[src/rtl/dct_pkg.sv]
// Shared constants and helpers for the 8-point DCT/IDCT stages.
// coef() is the one place the cosine basis lives, so the RTL and the models agree.
package dct_pkg;
    localparam int BWC      = 8;
    localparam int SCALE_SH = 7;
    localparam int ROUND    = 64;

    // Quarter-wave cosine table, 64*cos(i*pi/16) rounded, i = 0..8
    function automatic int aTab(input int i);
        case (i)
            0:       return 64;
            1:       return 63;
            2:       return 59;
            3:       return 53;
            4:       return 45;
            5:       return 36;
            6:       return 24;
            7:       return 12;
            default: return 0;
        endcase
    endfunction

    function automatic int coef(input int n, input int k);
        int m;
        if (k == 0) begin
            return 45;
        end
        m = ((2 * n + 1) * k) % 32;
        if (m <= 8) begin
            return aTab(m);
        end else if (m <= 16) begin
            return -aTab(16 - m);
        end else if (m <= 24) begin
            return -aTab(m - 16);
        end
        return aTab(32 - m);
    endfunction

    function automatic int sat(input int r, input int bw);
        int lo;
        int hi;
        lo = -(1 << (bw - 1));
        hi = (1 << (bw - 1)) - 1;
        if (r < lo) begin
            return lo;
        end else if (r > hi) begin
            return hi;
        end
        return r;
    endfunction
endpackage

[src/rtl/idct_mac_lane.sv]
// One output lane of the serial IDCT: multiply-accumulate over the block, then
// round/saturate into a single output-buffer entry when the eighth coefficient arrives.
module idct_mac_lane
    import dct_pkg::*;
#(
    parameter int N   = 0,
    parameter int BWi = 10,
    parameter int BWo = 9,
    parameter int BWc = BWC,
    parameter int BWa = 21
) (
    input  logic                  clk,
    input  logic                  rst,
    input  logic                  enb,
    input  logic [2:0]            i_k,
    input  logic signed [BWi-1:0] i_x,
    output logic signed [BWo-1:0] o_sample
);

    // Column N of the basis, folded to constants at elaboration
    localparam logic signed [BWc-1:0] C0 = BWc'(coef(N, 0));
    localparam logic signed [BWc-1:0] C1 = BWc'(coef(N, 1));
    localparam logic signed [BWc-1:0] C2 = BWc'(coef(N, 2));
    localparam logic signed [BWc-1:0] C3 = BWc'(coef(N, 3));
    localparam logic signed [BWc-1:0] C4 = BWc'(coef(N, 4));
    localparam logic signed [BWc-1:0] C5 = BWc'(coef(N, 5));
    localparam logic signed [BWc-1:0] C6 = BWc'(coef(N, 6));
    localparam logic signed [BWc-1:0] C7 = BWc'(coef(N, 7));

    logic signed [BWc-1:0] w_coef;
    logic signed [BWa-1:0] w_prod;
    logic signed [BWa-1:0] w_sum;
    logic signed [BWa-1:0] w_rnd;
    logic signed [BWo-1:0] w_sat;
    logic signed [BWa-1:0] r_acc;
    logic signed [BWo-1:0] r_obuf;

    always_comb begin
        w_coef = C0;
        case (i_k)
            3'd0:    w_coef = C0;
            3'd1:    w_coef = C1;
            3'd2:    w_coef = C2;
            3'd3:    w_coef = C3;
            3'd4:    w_coef = C4;
            3'd5:    w_coef = C5;
            3'd6:    w_coef = C6;
            default: w_coef = C7;
        endcase
    end

    assign w_prod = BWa'(i_x) * BWa'(w_coef);
    assign w_sum  = r_acc + w_prod;
    assign w_rnd  = (w_sum + BWa'(ROUND)) >>> SCALE_SH;
    assign w_sat  = BWo'(sat(int'(w_rnd), BWo));

    // The accumulator clears on the completing edge so the next block starts clean
    always_ff @(posedge clk) begin
        if (rst) begin
            r_acc  <= '0;
            r_obuf <= '0;
        end else if (enb) begin
            if (i_k == 3'd7) begin
                r_obuf <= w_sat;
                r_acc  <= '0;
            end else begin
                r_acc  <= w_sum;
            end
        end
    end

    assign o_sample = r_obuf;

endmodule

[src/rtl/idct_1d.sv]
// Serial 8-point 1-D inverse DCT: one coefficient in and one sample of the
// previous block out per enabled cycle.
module idct_1d
    import dct_pkg::*;
#(
    parameter int BWi = 10,
    parameter int BWo = 9,
    parameter int BWc = BWC,
    parameter int BWa = 21
) (
    input  logic                  clk,
    input  logic                  rst,
    input  logic                  enb,
    input  logic signed [BWi-1:0] idct_in,
    output logic signed [BWo-1:0] idct_out,
    output logic                  out_valid
);

    logic [2:0]            r_inCnt;
    logic                  r_outValid;
    logic signed [BWo-1:0] w_samples [0:7];

    for (genvar n = 0; n < 8; n++) begin : g_lane
        idct_mac_lane #(
            .N   (n),
            .BWi (BWi),
            .BWo (BWo),
            .BWc (BWc),
            .BWa (BWa)
        ) u_lane (
            .clk      (clk),
            .rst      (rst),
            .enb      (enb),
            .i_k      (r_inCnt),
            .i_x      (idct_in),
            .o_sample (w_samples[n])
        );
    end

    // The input counter doubles as the output read pointer for the previous block
    always_ff @(posedge clk) begin
        if (rst) begin
            r_inCnt    <= '0;
            r_outValid <= 1'b0;
        end else if (enb) begin
            r_inCnt <= r_inCnt + 3'd1;
            if (r_inCnt == 3'd7) begin
                r_outValid <= 1'b1;
            end
        end
    end

    assign idct_out  = w_samples[r_inCnt];
    assign out_valid = r_outValid;

endmodule

[config.mk]
export PLATFORM = sky130hd
export DESIGN_NAME = idct_1d
export DESIGN_NICKNAME = d
export VERILOG_FILES = /design/src/rtl/dct_pkg.sv /design/src/rtl/idct_mac_lane.sv /design/src/rtl/idct_1d.sv
export SDC_FILE = /design/constraint.sdc
export NUM_CORES = 2
export LEC_CHECK = 0
export CORE_AREA = 2 2 333 269
export DETAILED_ROUTE_END_ITERATION = 10
export DIE_AREA = 0 0 335 271
export GPL_ROUTABILITY_DRIVEN = 0
export GPL_TIMING_DRIVEN = 0
export PLACE_DENSITY_LB_ADDON = 0.15
export SYNTH_ARGS = -nofsm -noshare
export SYNTH_HDL_FRONTEND = slang
export SYNTH_SLANG_ARGS = --single-unit
export TNS_END_PERCENT = 50
[constraint.sdc]
create_clock -name clk -period 8.9 [get_ports clk]
set_input_delay 1.335 -clock clk [delete_from_list [all_inputs] [get_ports clk]]
set_output_delay 1.335 -clock clk [all_outputs]
set_load 0.005 [all_outputs]
-- After elaboration in Yosys (flattened, before gate mapping)
Cells that the tools add are included.
- bits in registers: 244
- input bits: 13
- output and inout port bits: 10
- logic and storage cells: 130
- add/sub/neg operators: 17
- $mul: 8
- magnitude comparators: 17
- equal/unequal tests: 7
- mux-type cells: 59
- bitwise operators: 1
- reductions and logical operators: 3
- operators with widths (cell ; count):
    case mux 8 bit (7 select lines) ; 4
    adder 21 bit ; 8
    adder 21 x 8 -> 21 bit, second input constant ; 8
    two-way mux 21 bit ; 8
    two-way mux 9 bit ; 18
    case mux 8 bit (6 select lines) ; 3
    multiplier 10 x 8 -> 18 bit ; 7
    greater-than comparator 14 x 9 -> 1 bit, second input constant ; 8
    less-than comparator 14 x 9 -> 1 bit, second input constant ; 8
    two-way mux 8 bit ; 8
    case mux 6 bit (6 select lines) ; 1
    binary-select mux 9 bit (select 3 bit) ; 1
    multiplier 10 x 7 -> 17 bit ; 1
    two-way mux 1 bit ; 16
    equality test 3 bit, second input constant ; 4
    equality test 3 x 2 -> 1 bit, second input constant ; 2
    >= comparator 4 bit, second input constant ; 1
    inverter 3 -> 4 bit ; 1
    adder 3 x 1 -> 3 bit, second input constant ; 1
    equality test 3 x 1 -> 1 bit, second input constant ; 1
    logical NOT 3 bit ; 1
    AND reduction 2 bit ; 1
    OR reduction 2 bit ; 1

-- Longest topological paths before layout
- word-level depth: 10
- depth in mapped cells: 42
- mapped depth without buffers: 39

-- By module
From an unflattened synthesis, not the netlist that was laid out.
- cells, all modules: 4834
- area total of the unflattened synthesis: 45175.8 um^2
- by module, submodules not included (module ; instances ; cells an instance ; area each (um^2) ; seq. area each (um^2)):
    idct_mac_lane at g_lane[6].u_lane ; 1 ; 615 ; 5723.0 ; 600.6
    idct_mac_lane at g_lane[5].u_lane ; 1 ; 609 ; 5701.7 ; 600.6
    idct_mac_lane at g_lane[4].u_lane ; 1 ; 604 ; 5690.5 ; 600.6
    idct_mac_lane at g_lane[1].u_lane ; 1 ; 610 ; 5646.7 ; 600.6
    idct_mac_lane at g_lane[3].u_lane ; 1 ; 611 ; 5560.3 ; 600.6
    idct_mac_lane at g_lane[2].u_lane ; 1 ; 590 ; 5559.1 ; 600.6
    idct_mac_lane at g_lane[7].u_lane ; 1 ; 567 ; 5408.9 ; 600.6
    idct_mac_lane at g_lane[0].u_lane ; 1 ; 582 ; 5112.4 ; 600.6
    idct_1d ; 1 ; 46 ; 773.2 ; 80.1

-- Worst setup path after synthesis
Ideal clock, no wire load.
- path type: register to register
- start: reg r_inCnt[0]
- end: reg g_lane[4].u_lane.r_obuf[3]
- setup time: 0.135 ns
- data arrival time: 8.967 ns
- path slack: -0.202 ns
- cell stages (with the launch flop): 37
- clock period less this slack: 9.102 ns
- cell sequence: dfxtp_1 clkbuf_1 buf_1 inv_1 ha_1 nor4_1 or2_2 clkbuf_1 nand2_1 fa_1 fa_1 inv_1 fa_1 inv_1 fa_1 inv_1 ha_1 a21oi_1 o21bai_1 a21oi_1 o21bai_1 a21oi_1 o21bai_1 a21oi_1 xnor2_1 ha_1 nand2_1 and2b_1 nand2_1 o21ai_0 xnor2_1 or4b_4 mux2_4 nor3_2 o211ai_2 a21oi_4 a211oi_2
- word-level cells in the longest chain between the ends: 10
- ends and longest elaborated chain (element ; line ; source):
    from (decl) ; idct_1d.sv:19 ; logic [2:0] r_inCnt;
    from (signal assigned) ; idct_1d.sv:46 ; r_inCnt <= r_inCnt + 3'd1;
    equality test 3 bit or logical NOT 3 bit (tied branches) ; idct_mac_lane.sv:40 ; case (i_k)
    OR reduction 2 bit (no line) ; -- ;
    case mux 8 bit (6 select lines) ; idct_mac_lane.sv:40 ;
    multiplier 10 x 8 -> 18 bit ; idct_mac_lane.sv:52 ; assign w_prod = BWa'(i_x) * BWa'(w_coef);
    adder 21 bit ; idct_mac_lane.sv:53 ; assign w_sum = r_acc + w_prod;
    adder 21 x 8 -> 21 bit ; idct_mac_lane.sv:54 ; assign w_rnd = (w_sum + BWa'(ROUND)) >>> SCALE_SH;
    greater-than comparator 14 x 9 -> 1 bit ; dct_pkg.sv:46 ; end else if (r > hi) begin
    two-way mux 8 bit or two-way mux 1 bit (tied branches) ; dct_pkg.sv:46 ;
    two-way mux 9 bit or two-way mux 1 bit (tied branches) ; dct_pkg.sv:44 ; if (r < lo) begin
    two-way mux 9 bit ; dct_pkg.sv:49 ; return r;
    to (signal assigned) ; idct_mac_lane.sv:64 ; r_obuf <= w_sat;
    to (decl) ; idct_mac_lane.sv:36 ; logic signed [BWo-1:0] r_obuf;
Parallel ways exist; a longest one is shown, timed or not.
A chain may end at the register's enable or synchronous reset.

-- Final worst setup path
- start: reg r_inCnt[0]
- end: reg g_lane[5].u_lane.r_obuf[7]
- word-level cells in the longest chain between the ends: 9
- ends and longest elaborated chain (element ; line):
    equality test 3 bit (tied with other cells) ; idct_mac_lane.sv:40
    case mux 8 bit (7 select lines) ; idct_mac_lane.sv:40
    multiplier 10 x 8 -> 18 bit ; idct_mac_lane.sv:52
    adder 21 bit ; idct_mac_lane.sv:53
    adder 21 x 8 -> 21 bit ; idct_mac_lane.sv:54
    greater-than comparator 14 x 9 -> 1 bit ; dct_pkg.sv:46
    two-way mux 8 bit or two-way mux 1 bit (tied branches) ; dct_pkg.sv:46
    two-way mux 9 bit or two-way mux 1 bit (tied branches) ; dct_pkg.sv:44
    two-way mux 9 bit ; dct_pkg.sv:49
    to (signal assigned) ; idct_mac_lane.sv:64
    to (decl) ; idct_mac_lane.sv:36
Parallel ways exist; a longest one is shown, timed or not.

==> flow_summary.json <==
{
  "num-fill-cells": 8004,
  "drive_gt1_share_pct": 13.8,
  "ys_types": 120,
  "area_growth_pct": 14.4,
  "yosys_most_used_dff": "dfxtp_1",
  "initial_core_util_pct": 50.0,
  "core_area_um2": 87100,
  "cts_tree": "done",
  "grt_util_all_layers_pct": 31.3,
  "end_kind": "flop",
  "setup_viol": 0,
  "clkTransAtPathRegs_ps": 70,
  "start_kind": "flop",
  "drt_first_pass_iters": 6,
  "slowest_stage": "fa_1",
  "rsz0062_at_grt": "true",
  "io_buffers": 11,
  "die_x_um": 335,
  "insertion_delay_ps": 610,
  "clockBufferDepth": 3,
  "synth_edf_count": 0,
  "cp_data_required_time_ps": 9410,
  "cp.arrival_ps": 9390,
  "syn_area_um2": 43500,
  "antenna_found_initial": 8,
  "synth_cells": 5288,
  "slew_headroom_pct": 10.5,
  "crit_top_cell": "fa_1",
  "grt_overflow": 0,
  "ys_seq_elements": 244,
  "yosys_warnings": 0,
  "cts_max_level": 1,
  "cts_root_buffer": "clkbuf_16",
  "die_h_um": 271,
  "dieArea_um2": 90800,
  "crit_fanout": 10,
  "place_ws_ps": -2910,
  "synthArstFlopShare_pct": 0,
  "hold_viol": 0,
  "numCtsBuffers": 28,
  "setup_slack_ps": 17.9,
  "grt_max_degree": 16,
  "detail_route.vias_per_cell": 5.80,
  "postCtsHoldBufs": 0,
  "post-route-drc-count": 0,
  "placementRows": 97,
  "drt_iter0_markers": 3806,
  "tightest_slew_ps": 1340,
  "max_freq_ghz": 0.113,
  "path_class": "reg2reg",
  "grt_pass1_vias": 36227,
  "synth_nets": 6258,
  "cp_slowest_stage_delay_ps": 550,
  "hp-class": "reg2reg",
  "finalCritPeriodShare_pct": 99.8,
  "drv_slew": 0,
  "setup_tns_ps": 0,
  "drv_cap": 0,
  "drtAntennaViolNets": 0,
  "wl_per_cell_um": 22.1,
  "grt_pass1_wl_um": 218000,
  "via_count": 38262,
  "finClkSkew_ps": 20.6,
  "place_hpwl_um": 114000,
  "min_period_ps": 8880,
  "ys_seq_area_share_pct": 11.2,
  "outcome": "completed",
  "wl_um": 146000,
  "avgSynthCellArea_um2": 8.23,
  "cp_num_buf_inv": 9,
  "nNetsFinal": 6407,
  "numClockSinks": 244,
  "crit_family": "adder cells",
  "io_pins": 23
}
kinds of logic after synthesis:
group	Yosys count	share of synthesized area, %
DFF	244	11.2
AOI/OAI and AO/OA	970	15.7
buffers and inverters	1068	9.38
muxes	34	1.33
xor gates and xnor gates	327	6.78
and+or+nand+nor	1688	19.2
adders and majority gates	957	36.4
area by class of cell:
type	count	area (um2)	area share [%]
Clock inverter	20	184	0.369
Inverter	852	3220	6.46
Buffer	200	1100	2.21
Timing Repair Buffer	133	1120	2.25
Multi-Input combinational cell	3978	37100	74.5
Clock buffer	32	757	1.52
Sequential cell	244	4890	9.82
Tap cell	1138	1420	2.86
Antenna cell	1	2.50	0.00503
flip-flops by register name (all words and copies together) (netlist names):
signal and flops:
g_lane.u_lane.o_sample 72, r_inCnt 3, g_lane.u_lane.r_acc 168, out_valid 1
per-layer routing:
| metal | vias to the layer above | wire [um] | global-route usage [%] | share of wire (%) |
|---|---|---|---|---|
| li1 | 17764 | - | - | - |
| met1 | 18576 | 63100 | 45.0 | 43 |
| met5 | - | 0 | 0 | 0 |
| met3 | 264 | 14600 | 6.96 | 10 |
| met2 | 1658 | 61900 | 46.5 | 43 |
| met4 | 0 | 6000 | 10.2 | 4.1 |
through the flow:
| stage | instances | utilization (%) | area [um2] | hold WS, ps |
|---|---|---|---|---|
| floorplan | 5288 | - | 43500 | 433 |
| global placement | 6437 | 51.7 | 45100 | 462 |
| detailed placement | 6438 | 51.7 | 45100 | 465 |
| CTS | 6546 | 55.3 | 48200 | 475 |
| global route | 6597 | 57.1 | 49800 | 494 |
| finish | 6598 | 57.1 | 49800 | 476 |
cells in the mapped netlist (all sizes together) (28+ instances only):
cell type / instances / area share (%)
and3: 50 / 0.72
or3: 28 / 0.40
nand4: 32 / 0.47
o21ai: 117 / 1.4
nand2b: 55 / 0.79
nor2: 508 / 4.4
dfxtp: 244 / 11
fa: 515 / 24
o21a: 34 / 0.59
and2: 215 / 3.1
ha: 442 / 13
nand2: 358 / 3.1
a22oi: 133 / 2.3
o21bai: 47 / 0.81
nor2b: 156 / 2.2
xor2: 83 / 1.7
xnor2: 241 / 4.9
nor3: 109 / 1.3
inv: 849 / 7.3
a21oi: 263 / 3.1
a211oi: 78 / 1.5
nor4: 29 / 0.46
a21o: 56 / 0.97
clkbuf: 189 / 1.6
nand3: 64 / 0.74
cell usage in the layout (no fill, tap or decap), types with 18 or more instances in the layout:
cell	instances
a211oi_1	39
a211oi_2	33
a21o_1	55
a21oi_1	204
a21oi_2	40
a21oi_4	19
a22oi_1	131
a31oi_1	18
and2_1	205
and3_1	49
buf_4	118
clkbuf_1	97
clkbuf_16	30
clkbuf_2	49
dfxtp_1	241
fa_1	505
ha_1	406
ha_4	28
inv_1	835
mux4_2	18
nand2_1	333
nand2_2	21
nand2b_1	51
nand3_1	59
nand4_1	31
nor2_1	489
nor2b_1	150
nor3_1	87
nor4_1	20
o211ai_1	19
o21a_1	33
o21ai_0	80
o21ai_1	23
o21bai_1	45
or2_2	21
or3_1	25
xnor2_1	187
xnor2_2	49
xor2_1	60
xor2_2	21
path summary, 6_finish.rpt:
path | startpoint | to | slack, ps | cells after the start
setup / recovery | r_inCnt[0] | g_lane[5].u_lane.o_sample[7] | 20 | 40
setup reg to reg | r_inCnt[0] | g_lane[5].u_lane.o_sample[7] | 20 | 40
hold / removal | out_valid | out_valid | 480 | 2
hold reg to reg | out_valid | out_valid | 480 | 2
worst min-delay path, stage by stage (launching register included):
cell,delay [ps]
dfxtp_1,330
nor2_1,50
nor2_1,70
timing repair:
action,CTS,global route
endpoints found under the setup margin,132,75
pin swaps,66,122
cloned,1,1
setup buffers,66,55
gates resized for setup,375,303
Power is not shown: default switching activity piles up to over one toggle a cycle in this logic, so the estimate is an artifact.
